$ cat src/rtl/req_output_arbiter_if.sv
// Request-port bundle between NUM_SRC network FIFO outputs, the arbiter and the nodeset port.
// master: arbiter side (samples source words and downstream ack, drives reads and output word).
// slave : environment side (FIFOs present words, downstream consumes the registered word).
// Ports: i_req_vld/i_req_payload/i_req_nodenum per source, o_req_ack one-hot read enable,
//        o_req_vld/o_req_payload/o_req_nodenum/o_req_src output word, i_req_ack downstream consume.
interface req_output_arbiter_if #(
  parameter int NUM_SRC       = 2,
  parameter int PAYLOAD_WIDTH = 16,
  parameter int NODETAG_WIDTH = 6
);
  localparam int SRC_W = $clog2(NUM_SRC);

  logic [NUM_SRC-1:0]                    i_req_vld;
  logic [NUM_SRC-1:0][PAYLOAD_WIDTH-1:0] i_req_payload;
  logic [NUM_SRC-1:0][NODETAG_WIDTH-1:0] i_req_nodenum;
  logic [NUM_SRC-1:0]                    o_req_ack;
  logic                                  o_req_vld;
  logic [PAYLOAD_WIDTH-1:0]              o_req_payload;
  logic [NODETAG_WIDTH-1:0]              o_req_nodenum;
  logic [SRC_W-1:0]                      o_req_src;
  logic                                  i_req_ack;

  modport master (
    input  i_req_vld, i_req_payload, i_req_nodenum, i_req_ack,
    output o_req_ack, o_req_vld, o_req_payload, o_req_nodenum, o_req_src
  );

  modport slave (
    output i_req_vld, i_req_payload, i_req_nodenum, i_req_ack,
    input  o_req_ack, o_req_vld, o_req_payload, o_req_nodenum, o_req_src
  );
endinterface

$ cat src/rtl/req_output_arbiter.sv
// Round-robin, burst-bounded arbiter sharing one nodeset request port among NUM_SRC FIFOs.
// Latency: 1 cycle from grant (o_req_ack) to o_req_vld; 1 word/cycle under continuous i_req_ack.
// Backpressure: while o_req_vld=1 and i_req_ack=0 no grant is issued and all state holds.
// Ports: clk, rst (async active-low), bus (req_output_arbiter_if.master):
//   i_req_vld/payload/nodenum per source in, o_req_ack one-hot read enable out,
//   o_req_vld/payload/nodenum/src registered word out, i_req_ack downstream consume in.
module req_output_arbiter #(
  parameter int NUM_SRC       = 2,
  parameter int PAYLOAD_WIDTH = 16,
  parameter int NODETAG_WIDTH = 6,
  parameter int MAX_BURST     = 4
) (
  input  logic                   clk,
  input  logic                   rst,
  req_output_arbiter_if.master   bus
);
  localparam int SRC_W = $clog2(NUM_SRC);
  localparam int CNT_W = $clog2(MAX_BURST + 1);

  typedef enum logic {
    S_IDLE  = 1'b0,
    S_BURST = 1'b1
  } state_t;

  state_t           state;
  logic [SRC_W-1:0] rr_ptr;
  logic [SRC_W-1:0] owner;
  logic [CNT_W-1:0] burst_cnt;

  logic             load_en;
  logic             owner_vld;
  logic [SRC_W-1:0] owner_next;
  logic [SRC_W-1:0] search_base;
  logic [SRC_W-1:0] cand;
  logic             rr_found;
  logic [SRC_W-1:0] rr_idx;
  logic             grant_vld;
  logic [SRC_W-1:0] grant_idx;
  logic [SRC_W-1:0] grant_next;
  logic             burst_cont;

  // Index arithmetic modulo NUM_SRC; works for non-power-of-2 source counts.
  function automatic logic [SRC_W-1:0] wrap_add(input logic [SRC_W-1:0] base, input int off);
    int s;
    s = int'(base) + off;
    if (s >= NUM_SRC) s = s - NUM_SRC;
    return SRC_W'(s);
  endfunction

  always_comb begin
    load_en    = !bus.o_req_vld || bus.i_req_ack;
    owner_vld  = bus.i_req_vld[owner];
    owner_next = wrap_add(owner, 1);

    // When the owner runs dry mid-burst, the search restarts just past it in the
    // same cycle so another valid source is granted without a bubble.
    search_base = (state == S_BURST) ? owner_next : rr_ptr;

    rr_found = 1'b0;
    rr_idx   = '0;
    cand     = '0;
    for (int i = 0; i < NUM_SRC; i++) begin
      cand = wrap_add(search_base, i);
      if (!rr_found && bus.i_req_vld[cand]) begin
        rr_found = 1'b1;
        rr_idx   = cand;
      end
    end

    burst_cont = (state == S_BURST) && owner_vld;

    grant_vld = 1'b0;
    grant_idx = rr_idx;
    // Gated by rst so no FIFO is popped while the arbiter is held in reset.
    if (rst && load_en) begin
      if (burst_cont) begin
        grant_vld = 1'b1;
        grant_idx = owner;
      end else if (rr_found) begin
        grant_vld = 1'b1;
        grant_idx = rr_idx;
      end
    end
    grant_next = wrap_add(grant_idx, 1);

    bus.o_req_ack = '0;
    if (grant_vld) bus.o_req_ack = NUM_SRC'(1) << grant_idx;
  end

  always_ff @(posedge clk or negedge rst) begin
    if (!rst) begin
      state             <= S_IDLE;
      rr_ptr            <= '0;
      owner             <= '0;
      burst_cnt         <= '0;
      bus.o_req_vld     <= 1'b0;
      bus.o_req_payload <= '0;
      bus.o_req_nodenum <= '0;
      bus.o_req_src     <= '0;
    end else if (load_en) begin
      // Output register drains when nothing is granted.
      bus.o_req_vld <= grant_vld;
      if (grant_vld) begin
        bus.o_req_payload <= bus.i_req_payload[grant_idx];
        bus.o_req_nodenum <= bus.i_req_nodenum[grant_idx];
        bus.o_req_src     <= grant_idx;
      end

      if (burst_cont) begin
        burst_cnt <= burst_cnt + CNT_W'(1);
        if (burst_cnt == CNT_W'(MAX_BURST - 1)) begin
          // Burst exhausted: the owner drops to lowest priority.
          rr_ptr <= owner_next;
          state  <= S_IDLE;
        end
      end else if (grant_vld) begin
        // New owner, either from IDLE or after the previous owner ran dry.
        owner     <= grant_idx;
        burst_cnt <= CNT_W'(1);
        if (state == S_BURST) rr_ptr <= owner_next;
        if (MAX_BURST == 1) begin
          rr_ptr <= grant_next;
          state  <= S_IDLE;
        end else begin
          state <= S_BURST;
        end
      end else if (state == S_BURST) begin
        // Owner went empty and no other source is waiting.
        rr_ptr <= owner_next;
        state  <= S_IDLE;
      end
    end
  end
endmodule
$ cat src/flat_wrapper.sv
// flat-port wrapper written by rule: the top's interface ports become plain ports
module req_output_arbiter_flat 
#(
  parameter int NUM_SRC       = 2,
  parameter int PAYLOAD_WIDTH = 16,
  parameter int NODETAG_WIDTH = 6,
  parameter int MAX_BURST     = 4
)
  (clk, rst, bus_i_req_vld, bus_i_req_payload, bus_i_req_nodenum, bus_i_req_ack, bus_o_req_ack, bus_o_req_vld, bus_o_req_payload, bus_o_req_nodenum, bus_o_req_src);
  req_output_arbiter_if #(.NUM_SRC(NUM_SRC), .PAYLOAD_WIDTH(PAYLOAD_WIDTH), .NODETAG_WIDTH(NODETAG_WIDTH)) bus_i ();
  input  logic clk;
  input  logic rst;
  input wire logic [$bits(bus_i.i_req_vld)-1:0] bus_i_req_vld;
  input wire logic [$bits(bus_i.i_req_payload)-1:0] bus_i_req_payload;
  input wire logic [$bits(bus_i.i_req_nodenum)-1:0] bus_i_req_nodenum;
  input wire logic [$bits(bus_i.i_req_ack)-1:0] bus_i_req_ack;
  output wire logic [$bits(bus_i.o_req_ack)-1:0] bus_o_req_ack;
  output wire logic [$bits(bus_i.o_req_vld)-1:0] bus_o_req_vld;
  output wire logic [$bits(bus_i.o_req_payload)-1:0] bus_o_req_payload;
  output wire logic [$bits(bus_i.o_req_nodenum)-1:0] bus_o_req_nodenum;
  output wire logic [$bits(bus_i.o_req_src)-1:0] bus_o_req_src;
  assign bus_i.i_req_vld = bus_i_req_vld;
  assign bus_i.i_req_payload = bus_i_req_payload;
  assign bus_i.i_req_nodenum = bus_i_req_nodenum;
  assign bus_i.i_req_ack = bus_i_req_ack;
  assign bus_o_req_ack = bus_i.o_req_ack;
  assign bus_o_req_vld = bus_i.o_req_vld;
  assign bus_o_req_payload = bus_i.o_req_payload;
  assign bus_o_req_nodenum = bus_i.o_req_nodenum;
  assign bus_o_req_src = bus_i.o_req_src;
  req_output_arbiter #(.NUM_SRC(NUM_SRC), .PAYLOAD_WIDTH(PAYLOAD_WIDTH), .NODETAG_WIDTH(NODETAG_WIDTH), .MAX_BURST(MAX_BURST)) u_core (.clk(clk), .rst(rst), .bus(bus_i));
endmodule
$ cat config.mk
export PLATFORM = sky130hd
export DESIGN_NAME = req_output_arbiter_flat
export DESIGN_NICKNAME = d
export VERILOG_FILES = /design/src/rtl/req_output_arbiter_if.sv /design/src/rtl/req_output_arbiter.sv /design/src/flat_wrapper.sv
export SDC_FILE = /design/constraint.sdc
export NUM_CORES = 1
export LEC_CHECK = 0
export ABC_AREA = 1
export CAP_MARGIN = 30
export CORE_MARGIN = 4
export CORE_UTILIZATION = 45
export DETAILED_ROUTE_END_ITERATION = 8
export HOLD_SLACK_MARGIN = 0.1
export PLACE_DENSITY = 0.85
export SYNTH_ARGS = -nofsm -noshare
export SYNTH_HDL_FRONTEND = slang
export SYNTH_SLANG_ARGS = --single-unit
$ cat constraint.sdc
create_clock -name clk -period 3.9 [get_ports clk]
set_input_delay 0.78 -clock clk [delete_from_list [all_inputs] [get_ports clk]]
set_output_delay 0.78 -clock clk [all_outputs]
set_load 0.02 [all_outputs]
Word level (Yosys, flattened, before mapping)
Index checks and enable logic that the tools add are counted.
{ "op_classes": {"muxes": 31, "bitwise_logic": 1, "n_eq_ne": 2, "add_sub_neg": 6, "shifts": 1, "n_lt_le_gt_ge": 7, "reduce_logical": 11} }
{ "op_table": {"columns": ["operator", "count"], "rows": [
  ["$mux 16", 2],
  ["$mux 1", 24],
  ["$mux 6", 2],
  ["$lt 1x2->1 const B", 4],
  ["$mux 3", 2],
  ["$reduce_and 2->1", 3],
  ["$add 1x1->2 const B", 2],
  ["$ge 2x2->1 const B", 2],
  ["$add 3x1->3 const B", 1],
  ["$eq 3x2->1 const B", 1],
  ["$logic_and 1x1->1", 3],
  ["$reduce_and 3->1", 1],
  ["$sub 1x1->1 const B", 3],
  ["$ge 1x2->1 const B", 1],
  ["$logic_not 1->1", 2],
  ["$mux 2", 1],
  ["$ne 2x2->1 const B", 1],
  ["$reduce_bool 2->1", 1],
  ["$shl 1x1->2 const A", 1],
  ["$logic_or 1x1->1", 1],
  ["$not 1->1", 1]
]} }
{ "word_totals": {"wordCells": 67, "out_inout_bits": 26, "ff_bits": 30} }

Longest topological paths before layout
{ "depth": {"ltp_word": 17, "depth_mapped": 9, "ltp_nobuf": 8} }

Worst setup path after synthesis
Ideal clock, no wire load.
{ "synth_path": {"kind": "input-to-output", "startpoint": "input port rst", "endpoint": "output port bus_o_req_ack[0]", "slack_ps": 1337, "stages": 6, "path_buffers": 2, "required_time_ps": 3120, "t_arrival_ps": 1783, "path_cell_list": "inv_1 a21oi_4 o21ai_2 buf_2 buf_2 a21oi_1"} }
{ "synth_between": {"elab_chain_cells": 4, "word_cells_on_any_way": 5, "cone_classes": "shift: 1; mux: 3; reduce/logical: 1"} }
{ "synth_rtl": {"columns": ["item", "line_no", "source"], "rows": [
  ["from (decl)", "flat_wrapper.sv:12", "input logic rst;"],
  ["$logic_and 1x1->1 *", "req_output_arbiter.sv:75", "if (rst && load_en) begin"],
  ["$mux 1", "req_output_arbiter.sv:75", null],
  ["$shl 1x1->2", "req_output_arbiter.sv:87", "if (grant_vld) bus.o_req_ack = NUM_SRC'(1) << grant_idx;"],
  ["$mux 2 *", "req_output_arbiter.sv:87", null],
  ["to (decl)", "flat_wrapper.sv:17", "output wire logic [$bits(bus_i.o_req_ack)-1:0] bus_o_req_ack;"]
]} }
Mark *: on every way between the ends. The rest lies on a longest branch, timed or not.

Worst setup path in the final report
Same ends and word-level chain as after synthesis.

==> impl_metrics.csv <==
group,metric,value,unit
worst_setup_path,worstPathMaxFanout,11,
sta,worst_pin_slew,940.3,ps
synth,synthesis.area,0.001740,mm^2
global_routing,grt_max_degree,31,
synth,synth-seq-cells,30,
drt,drt_iter0_drc,83,
drt,ant_nets,0,
global_routing,antenna_found_initial,0,
synth,syn_nets,230,
worst_setup_path,critical_path_class,"input port to primary output",
synth,syn_area_per_cell,9.723,um^2
sta,finalHoldViolCount,0,
worst_setup_path,critical-path-slowest-cell,"clkdlybuf4s50_1",
power_and_ir_drop,clockPowerShare,0.178,
synth,synth_compound_area_frac,0.03954,
die,die_x,70.19,um
sta,slew_violations,0,
drt,finalWirelength,4601,um
die,io_pins,75,
worst_setup_path,path_delay_family,"buffers and inverters",
worst_setup_path,ff2ff_setup_slack,1460,ps
sta,skew,4.763,ps
sta,hold_ws,495.9,ps
power_and_ir_drop,switchingPower,0.4988,mW
clock_tree,clock-sinks,30,
die,die_h,70.19,um
sta,finalSetupTns,0,ps
worst_setup_path,path_buf_inv,3,
synth,synthXorXnorAreaFrac,0,
worst_setup_path,worst_setup_path_end_kind,"primary output",
finish,fillers,327,
power_and_ir_drop,seq_power_share,0.356,
clock_tree,cts_tree,"built",
power_and_ir_drop,p_comb_frac,0.465,
worst_setup_path,path_common_cell,"clkdlybuf4s50_1",
drt,drcViolationCount,0,
synth,yosysSeqAreaShare,0.4313,
power_and_ir_drop,leakagePower,1.122,nW
global_routing,grt_pass1_vias,1689,
synth,synth_cells,179,
sta,timing.final.crit_share,0.8665,
finish,diodes,0,
synth,synth.distinct_cells,23,
worst_setup_path,critPathRequiredTime,3120,ps
global_routing,globalRouteOverflowTotal,0,
sta,relSlewSlack,0.3693,
sta,rsz0062_at_grt,"no",
drt,vias,1609,
placement,port_buffers,74,
synth,synth_mux_area_frac,0.006470,
worst_setup_path,worstPathCellList,"clkdlybuf4s50_1 -> inv_1 -> a21oi_4 -> nand4_2 -> a21oi_1 -> clkdlybuf4s50_1",
drt,vias_per_cell,5.381,
worst_setup_path,arrival,2600,ps
synth,synth_top_family_by_area,"simple AND/OR/NAND/NOR gates",
clock_tree,holdBufCountCts,0,
clock_tree,cts_buffers,5,
finish,nNetsFinal,302,
synth,yosys.area_share.adder,0.01438,
drt,drt_first_pass_iters,4,
worst_setup_path,cp-start-kind,"input port",
clock_tree,post-cts-setup-buffers,0,
clock_tree,cts_max_level,2,
clock_tree,cts_root_buffer,"clkbuf_8",
placement,routabilityCongestion,0.8101,
power_and_ir_drop,p_int,0.8056,mW
sta,period_minus_slack,3379,ps
finish,drive_gt1_frac,0.2311,
power_and_ir_drop,p_per_area,511.8,mW/mm^2
die,core,0.003689,mm^2
clock_tree,clkLatencyLatePin,280,ps
power_and_ir_drop,peakVddDrop,337.0,uV
clock_tree,clock_path_buffers,2,
clock_tree,ctsResizeCount,0,
sta,max_freq,295.9,MHz
global_routing,grt_pass1_wl,7665,um
die,start_util,0.4718,
flow_run,drv_cap,0,
die,row_count,22,
finish,syn_to_final_growth,46.44,%
clock_tree,clk_transition_reported_paths,60,ps
worst_hold_path,hold_class,"flip-flop to flip-flop",
worst_setup_path,worst_path_largest_cell_delay,620,ps
drt,routedWlPerCell,15.39,um
die,dieArea,0.004927,mm^2
status,status,"complete, no violations",
placement,detailed_place_hpwl,3244,um
power_and_ir_drop,swShare,0.3824,
synth,yosysWarnings,0,
global_routing,track_usage,0.1966,
synth,synth-simple-area-share,0.4364,
sta,finalSetupViolCount,0,
finish,utilization,0.6910,
## sequential cells by signal, summed over array words and instances (netlist names)
| signal | count |
|---|---|
| u_core.owner | 1 |
| u_core.bus.o_req_payload | 16 |
| u_core.bus.o_req_vld | 1 |
| u_core.state | 1 |
| u_core.bus.o_req_nodenum | 6 |
| u_core.bus.o_req_src | 1 |
| u_core.rr_ptr | 1 |
| u_core.burst_cnt | 3 |
## tightest hold or removal path, cell delays in order (launching register included)
cell and delay [ps]:
dfrtp_1 340, nand2_1 50, nand3_1 70
## per-stage QoR
step,setup slack [ps],power (mW),cells,area (um^2)
after floorplan,1337,0.8330,179,1740
after global placement,546.3,1.069,292,2472
after detailed placement,507.5,1.082,292,2472
after CTS,506.9,1.321,299,2549
after global routing,418.0,1.388,299,2549
final,520.8,1.304,299,2549
## synth_stat cells
| master | n | share of area |
|---|---|---|
| clkbuf_1 | 3 | 0.0065 |
| o21ai_2 | 3 | 0.015 |
| nand3_2 | 35 | 0.20 |
| nor2_1 | 1 | 0.0022 |
| buf_4 | 3 | 0.013 |
| clkinv_1 | 1 | 0.0022 |
| inv_1 | 4 | 0.0086 |
| a21oi_4 | 1 | 0.0093 |
| a21oi_1 | 2 | 0.0058 |
| nand2_2 | 5 | 0.018 |
| nand4_2 | 1 | 0.0072 |
| dfrtp_1 | 30 | 0.43 |
| buf_12 | 2 | 0.023 |
| buf_2 | 5 | 0.014 |
| nand4_1 | 22 | 0.079 |
| o22ai_1 | 1 | 0.0036 |
| o21ai_1 | 2 | 0.0058 |
| ha_1 | 2 | 0.014 |
| nand2_4 | 1 | 0.0065 |
| inv_2 | 2 | 0.0043 |
| mux2_2 | 1 | 0.0065 |
| nand2_1 | 38 | 0.082 |
| nand3_1 | 14 | 0.040 |
## power by group through the flow
stage               sequential (mW)  combinational, mW  clock, mW
floorplan                     0.557              0.276          0
global placement              0.467              0.602          0
detailed placement            0.468              0.614          0
CTS                           0.465              0.616      0.241
global route                  0.477              0.657      0.254
finish                        0.465              0.607      0.233
## worst paths after layout
| check | startpoint | to | cells past startpoint |
|---|---|---|---|
| max | rst | bus_o_req_ack[0] | 6 |
| min | u_core.bus.o_req_nodenum[0]$_DFFE_PN0P_ | u_core.bus.o_req_nodenum[0]$_DFFE_PN0P_ | 2 |
| max reg2reg | u_core.bus.o_req_vld$_DFFE_PN0N_ | u_core.owner$_DFFE_PN0P_ | 7 |
| min reg2reg | u_core.bus.o_req_nodenum[0]$_DFFE_PN0P_ | u_core.bus.o_req_nodenum[0]$_DFFE_PN0P_ | 2 |
| max in group asynchronous | rst | u_core.bus.o_req_payload[0]$_DFFE_PN0P_ | 2 |
| min in group asynchronous | rst | u_core.bus.o_req_payload[8]$_DFFE_PN0P_ | 2 |
## metal layers
layer | routed length (um) | up-vias | GRT usage
met1 | 1887 | 772 | 0.2283
li1 | - | 775 | -
met3 | 292 | 6 | 0.06331
met2 | 2345 | 56 | 0.3368
met4 | 75 | 0 | 0.07234
met5 | 0 | - | 0
## layout make-up
cell class / count / area (um^2) / share of cell area
multi-input cells: 129 / 864.6 / 0.3392
well taps: 48 / 60.06 / 0.02356
flip-flops and latches: 30 / 750.7 / 0.2946
clock buffers: 7 / 76.32 / 0.02995
repair buffers: 78 / 770.7 / 0.3024
inverters: 7 / 26.28 / 0.01031
## cells by family (layout without fill, tap and decap cells)
kind of cell / after synthesis / after routing
adders and majority gates: 2 / 2
DFF: 30 / 30
and+or+nand+nor: 117 / 117
muxes: 1 / 1
AOI/OAI and AO/OA: 9 / 9
buffers and inverters: 20 / 92
## cell usage in the layout, fill, tap and decap left out, drive strengths merged
cell type,instances
a21oi,3
buf,4
clkbuf,7
clkdlybuf4s50,74
clkinv,1
dfrtp,30
ha,2
inv,6
mux2,1
nand2,44
nand3,49
nand4,23
nor2,1
o21ai,5
o22ai,1
Note: power is estimated with default switching activity, not from simulation.
